File: src/rtl/upd_pad_glue.sv
// upd_pad_glue: UPduino pad cells, PLL-lock reset generator and warm-boot request unit.
// Latency: bus/video/intr pads 1 clk; bus_data_o 0 or 1 clk (REG_INPUT); boot strobe 2 clk after reconfig_i rises.
// Backpressure: none; every path accepts a new value on every clk.
module upd_pad_glue #(
  parameter int RESET_HOLD = 4,
  parameter int REG_INPUT  = 0
) (
  input  logic        clk,
  input  logic        reset_i,
  input  logic        pll_lock_i,
  output logic        rst_o,
  input  logic        bus_cs_n_i,
  input  logic        bus_rd_nwr_i,
  input  logic [7:0]  bus_pad_i,
  output logic [7:0]  bus_pad_o,
  output logic        bus_pad_oe_o,
  input  logic [7:0]  bus_data_i,
  output logic [7:0]  bus_data_o,
  input  logic        intr_i,
  output logic        intr_o,
  input  logic        dv_de_i,
  input  logic        vsync_i,
  input  logic        hsync_i,
  input  logic [3:0]  red_i,
  input  logic [3:0]  green_i,
  input  logic [3:0]  blue_i,
  output logic [14:0] video_pad_o,
  output logic        dv_clk_o,
  input  logic        reconfig_i,
  input  logic [1:0]  boot_select_i,
  output logic        boot_req_o,
  output logic [1:0]  boot_image_o,
  output logic        boot_pending_o
);

  localparam logic [7:0] HOLD = 8'(RESET_HOLD);

  logic [7:0] hold_cnt;
  logic       dv_rise;
  logic       dv_fall;
  logic       reconfig_r;
  logic       reconfig_d;
  logic [1:0] bsel_r;
  logic       reconfig_rise;

  // Core reset: held while unlocked, released on the edge that sees the count at RESET_HOLD.
  always_ff @(posedge clk or posedge reset_i) begin
    if (reset_i) begin
      rst_o    <= 1'b1;
      hold_cnt <= '0;
    end else if (!pll_lock_i) begin
      rst_o    <= 1'b1;
      hold_cnt <= '0;
    end else begin
      rst_o <= (hold_cnt != HOLD);
      if (hold_cnt != HOLD) begin
        hold_cnt <= hold_cnt + 8'd1;
      end
    end
  end

  // Host bus drives the pins only for a selected read cycle.
  assign bus_pad_oe_o = !bus_cs_n_i && bus_rd_nwr_i;

  // Output pad flops: read data, interrupt and video all register once.
  always_ff @(posedge clk or posedge reset_i) begin
    if (reset_i) begin
      bus_pad_o   <= '0;
      intr_o      <= 1'b0;
      video_pad_o <= '0;
    end else begin
      bus_pad_o   <= bus_data_i;
      intr_o      <= intr_i;
      video_pad_o <= {dv_de_i, vsync_i, hsync_i, red_i, green_i, blue_i};
    end
  end

  generate
    if (REG_INPUT != 0) begin : g_in_reg
      // Registered input pad for the host write data.
      always_ff @(posedge clk or posedge reset_i) begin
        if (reset_i) begin
          bus_data_o <= '0;
        end else begin
          bus_data_o <= bus_pad_i;
        end
      end
    end else begin : g_in_comb
      assign bus_data_o = bus_pad_i;
    end
  endgenerate

  // DDR pixel clock, rising-edge half: the pad drives 0 while clk is high.
  always_ff @(posedge clk or posedge reset_i) begin
    if (reset_i) begin
      dv_rise <= 1'b0;
    end else begin
      dv_rise <= 1'b0;
    end
  end

  // DDR pixel clock, falling-edge half: the pad drives 1 while clk is low, 0 in reset.
  always_ff @(negedge clk or posedge reset_i) begin
    if (reset_i) begin
      dv_fall <= 1'b0;
    end else begin
      dv_fall <= 1'b1;
    end
  end

  // The DDR pad selects the half matching the current clk phase, giving ~clk.
  assign dv_clk_o = clk ? dv_rise : dv_fall;

  assign reconfig_rise = reconfig_r && !reconfig_d;

  // Warm boot: one strobe on the first staged reconfig rise, then frozen until reset_i.
  always_ff @(posedge clk or posedge reset_i) begin
    if (reset_i) begin
      reconfig_r     <= 1'b0;
      reconfig_d     <= 1'b0;
      bsel_r         <= '0;
      boot_req_o     <= 1'b0;
      boot_image_o   <= '0;
      boot_pending_o <= 1'b0;
    end else begin
      reconfig_r <= reconfig_i;
      reconfig_d <= reconfig_r;
      bsel_r     <= boot_select_i;
      boot_req_o <= reconfig_rise && !boot_pending_o;
      if (reconfig_rise && !boot_pending_o) begin
        boot_image_o   <= bsel_r;
        boot_pending_o <= 1'b1;
      end
    end
  end

endmodule

File: config.mk
export PLATFORM = sky130hd
export DESIGN_NAME = upd_pad_glue
export DESIGN_NICKNAME = d
export VERILOG_FILES = /design/src/rtl/upd_pad_glue.sv
export SDC_FILE = /design/constraint.sdc
export NUM_CORES = 1
export LEC_CHECK = 0
export CORE_ASPECT_RATIO = 1.4
export CORE_MARGIN = 2
export CORE_UTILIZATION = 38
export CTS_CLUSTER_SIZE = 10
export DETAILED_ROUTE_END_ITERATION = 8
export PLACE_DENSITY_LB_ADDON = 0.1
export SLEW_MARGIN = 20
export SYNTH_ARGS = -nofsm -noshare
export SYNTH_HDL_FRONTEND = slang
export SYNTH_SLANG_ARGS = --single-unit
File: constraint.sdc
create_clock -name clk -period 1.7 [get_ports clk]
set_input_delay 0.255 -clock clk [delete_from_list [all_inputs] [get_ports clk]]
set_output_delay 0.255 -clock clk [all_outputs]
set_load 0.01 [all_outputs]
==> results of run 1 <==
[worst reg2reg max path, cell delays in order, from the launching register on]
cell     delay [ns]
dfrtp_1        0.43
inv_1          0.09
ha_1           0.15
nor4b_2        0.16
and3_1         0.30
mux2i_1        0.20
[synthesized netlist by cell type (all sizes together)]
library cell	n
ha	2
o21ai	3
inv	4
dfrtp	40
and2	1
nand3b	1
mux2	2
clkbuf	1
nor2b	2
or3	1
nor3	1
buf	9
conb	1
nor2	2
nand3	5
mux2i	4
and3	2
o21ba	1
nand2b	4
nor4b	1
dfstp	1
a21boi	1
nand2	8
xnor2	1
dfrtn	1
[registers in the layout, summed over array words and instances (netlist names)]
register and count:
dv_fall 1, bus_pad_o 8, intr_o 1, rst_o 1, hold_cnt 8, boot_req_o 1
bsel_r 2, video_pad_o 15, reconfig_r 1, boot_pending_o 1, boot_image_o 2, reconfig_d 1
[power groups by stage]
stage               clock (uW)  sequential, uW  combinational [uW]
finish                    1160            1070                 235
global route              1240            1080                 256
CTS                       1200            1080                 241
detailed placement        37.6            1090                 240
global placement          37.6            1090                 236
floorplan                 13.9            1110                76.3
[metrics by stage]
stage	hold slack (ns)	area [um2]	TNS (ns)	cells
2_1_floorplan	0.246	1430	0	99
3_3_place_gp	0.361	2040	-0.400	194
6_report	0.287	2210	-0.457	205
5_1_grt	0.270	2210	-0.510	205
3_5_place_dp	0.368	2040	-0.401	194
4_1_cts	0.274	2210	-0.476	205
[routing by layer]
metal  part of all wire  vias to the layer above  track usage
met5                  0                        -            0
met4              0.035                        0        0.105
met3              0.077                        9       0.0781
met2               0.54                       44        0.232
met1               0.35                      447        0.140
li1                   -                      435            -
[area by class of cell]
cell class / count / area (um2)
fill: 287 / 1400
tap: 42 / 52.6
clock inverter: 2 / 60.1
timing repair buffer: 62 / 617
clock buffer: 10 / 129
multi-input combinational: 43 / 285
sequential: 42 / 1050
inverter: 4 / 18.8
[final timing paths]
| kind | end | slack, ns | cells after the start |
|---|---|---|---|
| setup / recovery | dv_clk_o | -0.46 | 2 |
| hold / removal | intr_o | 0.29 | 1 |
| setup reg to reg | hold_cnt[0] | 0.29 | 5 |
| hold reg to reg | reconfig_d | 0.38 | 0 |
| max in group asynchronous | dv_fall | 0.80 | 2 |
| min in group asynchronous | video_pad_o[3] | 0.36 | 3 |
[logic make-up (layout without fill, tap and decap cells)]
family,after synthesis,after routing
AO/OA/AOI/OAI,5,5
flip-flops,42,42
AND/OR/NAND/NOR,28,28
buffers and inverters,14,78
adder cells (fa/ha/maj),2,2
other,1,1
multiplexers,6,6
XOR/XNOR,1,1
[timing repair]
| action | in CTS | in global routing |
|---|---|---|
| pin swaps | 0 | 0 |
| resized for setup | 5 | 0 |
| hold endpoints to repair | 0 | 0 |
| endpoints found under the setup margin | 3 | 2 |
| setup buffers | 0 | 0 |
==> summary.md, run 1 <==
| Metric | Value |
|---|---|
| Status | `finished, violations left` |
| Failing checks | `setup timing` |
| Core area | `0.00361 mm2` |
| Worst Setup SP | `dv_fall` |
| Die H | `approximately 76 um` |
| DP HPWL | `2.00 mm` |
| Most common cell after layout, fill and taps aside | `clkdlybuf4s50_1` |
| Largest net degree at the start of global routing | `42` |
| Hold-fix buffers, CTS | `0` |
| Mapped Area | `0.00142 mm2` |
| Via-per-instance ratio | `~4.6` |
| Hold_sp | `intr_i` |
| Final Hold Viols | `0` |
| Syn_nets | `141` |
| Syn Inst Count | `99` |
| CP max FO | `1` |
| Number of cell rows | `26` |
| CP delay by family, top | `flip-flops` |
| Die ar. | `approximately 0.0043 mm2` |
| Switching power | `about 480 uW` |
| Tot Pwr | `approximately 2500 uW` |
| Most frequent cells in the layout | `60 x clkdlybuf4s50_1, 40 x dfrtp_1, 9 x clkbuf_8, 8 x nand2_1, 5 x nand3_1` |
| CP cell instances | `nor2b_1 > buf_2` |
| Setup violators final | `2` |
| Ports | `79` |
| Clock share of power | `0.469` |
| HP Class | `in2reg` |
| Share of the synthesized area in the top cell type | `0.703` |
| Setup Crit Path Kind | `reg2out` |
| Worst-Skew Late Latency | `0.40 ns` |
| Internal power | `1990 uW` |
| Worst-path clk slew | `0.07 ns` |
| Placer Congestion | `between 0.6 and 0.7` |
| Synth Area in Simple Gates | `0.107` |
| Place WS | `-0.401 ns` |
| Lkg Pwr | `between 0.0009 and 0.001 uW` |
| Compound-cell area share of the yosys netlist | `0.0228` |
| Syn_area_per_cell | `14.4 um2` |
| CP bufs+invs | `1` |
| Switching Share | `0.194` |
| Gr usage total | `0.146` |
| Share of cells above drive strength 1 | `0.110` |
| Pwr dens | `around 1100 mW/mm2` |
| Routed vias | `around 940` |
| Flop pwr share | `0.436` |
| Diode count | `0` |
| CP endpoint kind | `output port` |
| Initial antenna violation count | `0` |
| Area Growth Syn to Fin | `55.5%` |
| Max-Cap Viols | `0` |
| Synth Register Bits | `42` |
| Chip width | `55.7 um` |
| Remaining antenna violation count | `0` |
| Critical Path AT | `between 1.5 and 2 ns` |
| Initial Util | `0.394` |
| Drt first pass iters | `4` |
| Drt drc | `0` |
| Final-stage net count | `roughly 200` |
| Sequential area share after synthesis | `0.739` |
| CP max-delay cell | `dfrtn_1` |
| Xor and xnor area share after synthesis | `0.00615` |
| CP startpoint kind | `flip-flop` |
| Post-Route WL | `~2.7 mm` |
| Util after Layout | `0.613` |
| TritonCTS clock tree | `done` |
| Vias in the first global route | `1018` |
| Post-synth cell types | `26` |
| Drt initial violations | `18` |
| Post-synthesis mux area share | `0.0439` |
| RSZ-0062 raised after global routing | `yes` |
| Post-Synth Adder-Cell Area | `0.0176` |
| Final clock skew | `roughly 0.0033 ns` |
| First-pass GRT wire length | `approximately 4.6 mm` |
| Area leader, netlist | `dfrtp_1` |
| Final Worst Setup Slack | `-0.457 ns` |
| Crit-path max cell delay | `around 0.38 ns` |
| Count of buffers from port buffering | `62` |
| FF-to-FF Start | `hold_cnt[0]` |
| Max Slew Vio Count | `0` |
| GR Overflow Total | `0` |
| Routed WL per cell | `roughly 13 um` |
| Combinational family with the most area after synthesis | `simple AND/OR/NAND/NOR gates` |
| Critical Path RT | `approximately 1.4 ns` |
| Yosys warnings | `0` |
| Max rail drop VDD | `around 0.00073 V` |
| Combinational power share | `0.095` |
| Area contributors post-synth | `dfrtp_1 70%, buf_4 4.7%, mux2i_1 2.8%, nand2_1 2.1%, dfstp_2 1.8%` |
(Power assumes the default switching activity.)
==> inputs of run 2 (changes only) <==
--- a/config.mk
+++ b/config.mk
@@ -5,9 +5,11 @@
 export SDC_FILE = /design/constraint.sdc
 export NUM_CORES = 1
 export LEC_CHECK = 0
+export CELL_PAD_IN_SITES_DETAIL_PLACEMENT = 0
+export CELL_PAD_IN_SITES_GLOBAL_PLACEMENT = 2
 export CORE_ASPECT_RATIO = 1.4
 export CORE_MARGIN = 2
-export CORE_UTILIZATION = 38
+export CORE_UTILIZATION = 23
 export CTS_CLUSTER_SIZE = 10
 export DETAILED_ROUTE_END_ITERATION = 8
 export PLACE_DENSITY_LB_ADDON = 0.1
==> run 2 against run 1 <==
Against the previous run: the flow still finishes with violations (setup timing); count of clock-buffer cells in the layout is 1 higher; combinational power hardly changed; clock skew hardly changed; register-to-register slack worse by 0.05 ns; power is 12% lower; clock power is 26% lower; worst hold slack better by 0.0063 ns; cell count is 14% higher; global-route usage is 4.6 points lower; core utilization is 24 points lower; critical path type unchanged.
==> summary.md, run 2 (synthesis results as in run 1) <==
| Metric | Value |
|---|---|
| Lkg Pwr | `0.000938 uW (was 0.000956 uW)` |
| CP cell instances | `nor2b_1 > buf_2 (unchanged)` |
| Core area | `0.00590 mm2 (was 0.00361 mm2)` |
| DP HPWL | `2.31 mm (was 2.00 mm)` |
| Worst Tran Pin Value | `about 0.52 ns` |
| Drt drc | `0 (unchanged)` |
| Routed WL per cell | `13.4 um (was 13.3 um)` |
| Number of cell rows | `33 (was 26)` |
| Register area | `0.00105 mm2 (unchanged)` |
| CP delay by family, top | `flip-flops (unchanged)` |
| Most flop-heavy register | `video_pad_o (unchanged)` |
| Hold_sp | `blue_i[3] (was intr_i)` |
| Most frequent cells in the layout | `60 x clkdlybuf4s50_1, 40 x dfrtp_1, 9 x clkbuf_8, 8 x nand2_1, 5 x nand3_1 (unchanged)` |
| Status | `finished, violations left (unchanged)` |
| Drt initial violations | `29 (was 18)` |
| Hold Slack | `0.294 ns (was 0.287 ns)` |
| Relative slew slack | `0.651` |
| Hold-fix buffers, CTS | `0 (unchanged)` |
| Worst-path clk slew | `0.07 ns (about the same)` |
| Crit-path max cell delay | `0.38 ns (about the same)` |
| Routed vias | `946 (was 935)` |
| Count of buffers from port buffering | `62 (unchanged)` |
| GR Overflow Total | `0 (unchanged)` |
| Final Worst Setup Slack | `-0.435 ns (was -0.457 ns)` |
| CP bufs+invs | `1 (unchanged)` |
| Biggest regs | `video_pad_o: 15 flops, bus_pad_o: 8 flops, hold_cnt: 8 flops (unchanged)` |
| Multi-input gate area | `285 um2 (unchanged)` |
| Final clock skew | `0.00331 ns (was 0.00326 ns)` |
| First-pass GRT wire length | `5.02 mm (was 4.59 mm)` |
| Worst-Skew Late Latency | `0.39 ns (was 0.40 ns)` |
| Max reg flops | `15 (unchanged)` |
| RSZ-0062 raised after global routing | `yes (unchanged)` |
| Internal reg-to-reg setup slack | `0.24 ns (was 0.29 ns)` |
| CP max FO | `1 (unchanged)` |
| Failing checks | `setup timing (unchanged)` |
| Reg2reg end | `hold_cnt[0] (unchanged)` |
| CP max-delay cell | `dfrtn_1 (unchanged)` |
| Area Growth Syn to Fin | `54.9% (was 55.5%)` |
| Critical Path RT | `1.44 ns (about the same)` |
| Setup Buffers After CTS | `0 (unchanged)` |
| Ports | `79 (unchanged)` |
| Placed insts | `223 (was 194)` |
| Final Hold Viols | `0 (unchanged)` |
| R2R depth | `5 (unchanged)` |
| Finished Layout Cells | `234 (was 205)` |
| Gr usage total | `0.100 (was 0.146)` |
| CP endpoint kind | `output port (unchanged)` |
| Critical Path AT | `1.88 ns (was 1.90 ns)` |
| Most common cell after layout, fill and taps aside | `clkdlybuf4s50_1 (unchanged)` |
| Die H | `97.1 um (was 76.4 um)` |
| Chip width | `70.5 um (was 55.7 um)` |
| Vias in the first global route | `1033 (was 1018)` |
| Post-Route WL | `3.15 mm (was 2.72 mm)` |
| Setup violators final | `2 (unchanged)` |
| TritonCTS clock tree | `done (unchanged)` |
| CP startpoint kind | `flip-flop (unchanged)` |
| Max rail drop VDD | `0.000335 V (was 0.000728 V)` |
| Die ar. | `0.00684 mm2 (was 0.00426 mm2)` |
| Place WS | `-0.400 ns (was -0.401 ns)` |
| WHS Path Cells | `1 (unchanged)` |
| Placer Congestion | `0.691 (was 0.664)` |
| Pwr dens | `983 mW/mm2 (was 1110 mW/mm2)` |
| HP Class | `in2reg (unchanged)` |
| Final-stage net count | `205 (was 204)` |
| Fill cells | `585 (was 287)` |
| Share of cells above drive strength 1 | `0.110 (about the same)` |
| Setup Crit Path Kind | `reg2out (unchanged)` |
| Largest net degree at the start of global routing | `42 (unchanged)` |
| Hold Path End | `video_pad_o[3] (was intr_o)` |
| Initial antenna violation count | `0 (unchanged)` |
| Max-Cap Viols | `0 (unchanged)` |
| Initial Util | `0.241 (was 0.394)` |
| Diode count | `0 (unchanged)` |
| Via-per-instance ratio | `4.04 (was 4.56)` |
| FF-to-FF Start | `hold_cnt[0] (unchanged)` |
| Max Slew Vio Count | `0 (unchanged)` |
| Remaining antenna violation count | `0 (unchanged)` |
| Drt first pass iters | `4 (unchanged)` |
-- run 2: repair_timing --
| item | 4_1_cts | 5_1_grt |
|---|---|---|
| endpoints found under the hold margin | 0 | 0 |
| gates resized for setup | 5 | 0 |
| endpoints found under the setup margin | 3 | 2 |
| pin swaps | 0 | 0 |
-- run 2: worst max path at each step --
stage                  from        to  depth (start not counted)
global route        dv_fall  dv_clk_o                          2
finish              dv_fall  dv_clk_o                          2
floorplan           dv_fall  dv_clk_o                          1
CTS                 dv_fall  dv_clk_o                          2
global placement    dv_fall  dv_clk_o                          2
detailed placement  dv_fall  dv_clk_o                          2
-- run 2: where the power goes --
part	internal [uW]	switching, uW	total, uW
sequential	1050	24.1	1070
combinational	152	86.0	238
clock	489	366	855
-- run 2: worst register-to-register path: cells and delay by family, from the launching register on --
family / cells / cell delay, ns
DFF: 1 / 0.43
muxes: 1 / 0.21
and+or+nand+nor: 2 / 0.49
buffers and inverters: 1 / 0.10
adders and majority gates: 1 / 0.15
-- run 2: stage by stage --
stage,power (uW),area [um2],util,TNS [ns]
floorplan,1200,1430,-,0
global placement,1370,2080,0.352,-0.399
detailed placement,1380,2080,0.352,-0.400
CTS,2220,2210,0.374,-0.468
global route,2290,2210,0.374,-0.495
finish,2170,2210,0.374,-0.435
-- run 2: routing by layer --
layer	wire (um)	track usage	vias to the layer above
li1	-	-	433
met1	1130	0.0964	462
met2	1690	0.163	40
met3	219	0.0467	11
met4	110	0.0740	0
met5	0	0	-
-- run 2: final cells by class --
| class | instances | share of cell area |
|---|---|---|
| clock buffer | 11 | 0.0601 |
| clock inverter | 1 | 0.00227 |
| inverter | 4 | 0.00851 |
| multi-input combinational | 43 | 0.129 |
| sequential | 42 | 0.477 |
| tap | 70 | 0.0397 |
| timing repair buffer | 63 | 0.283 |
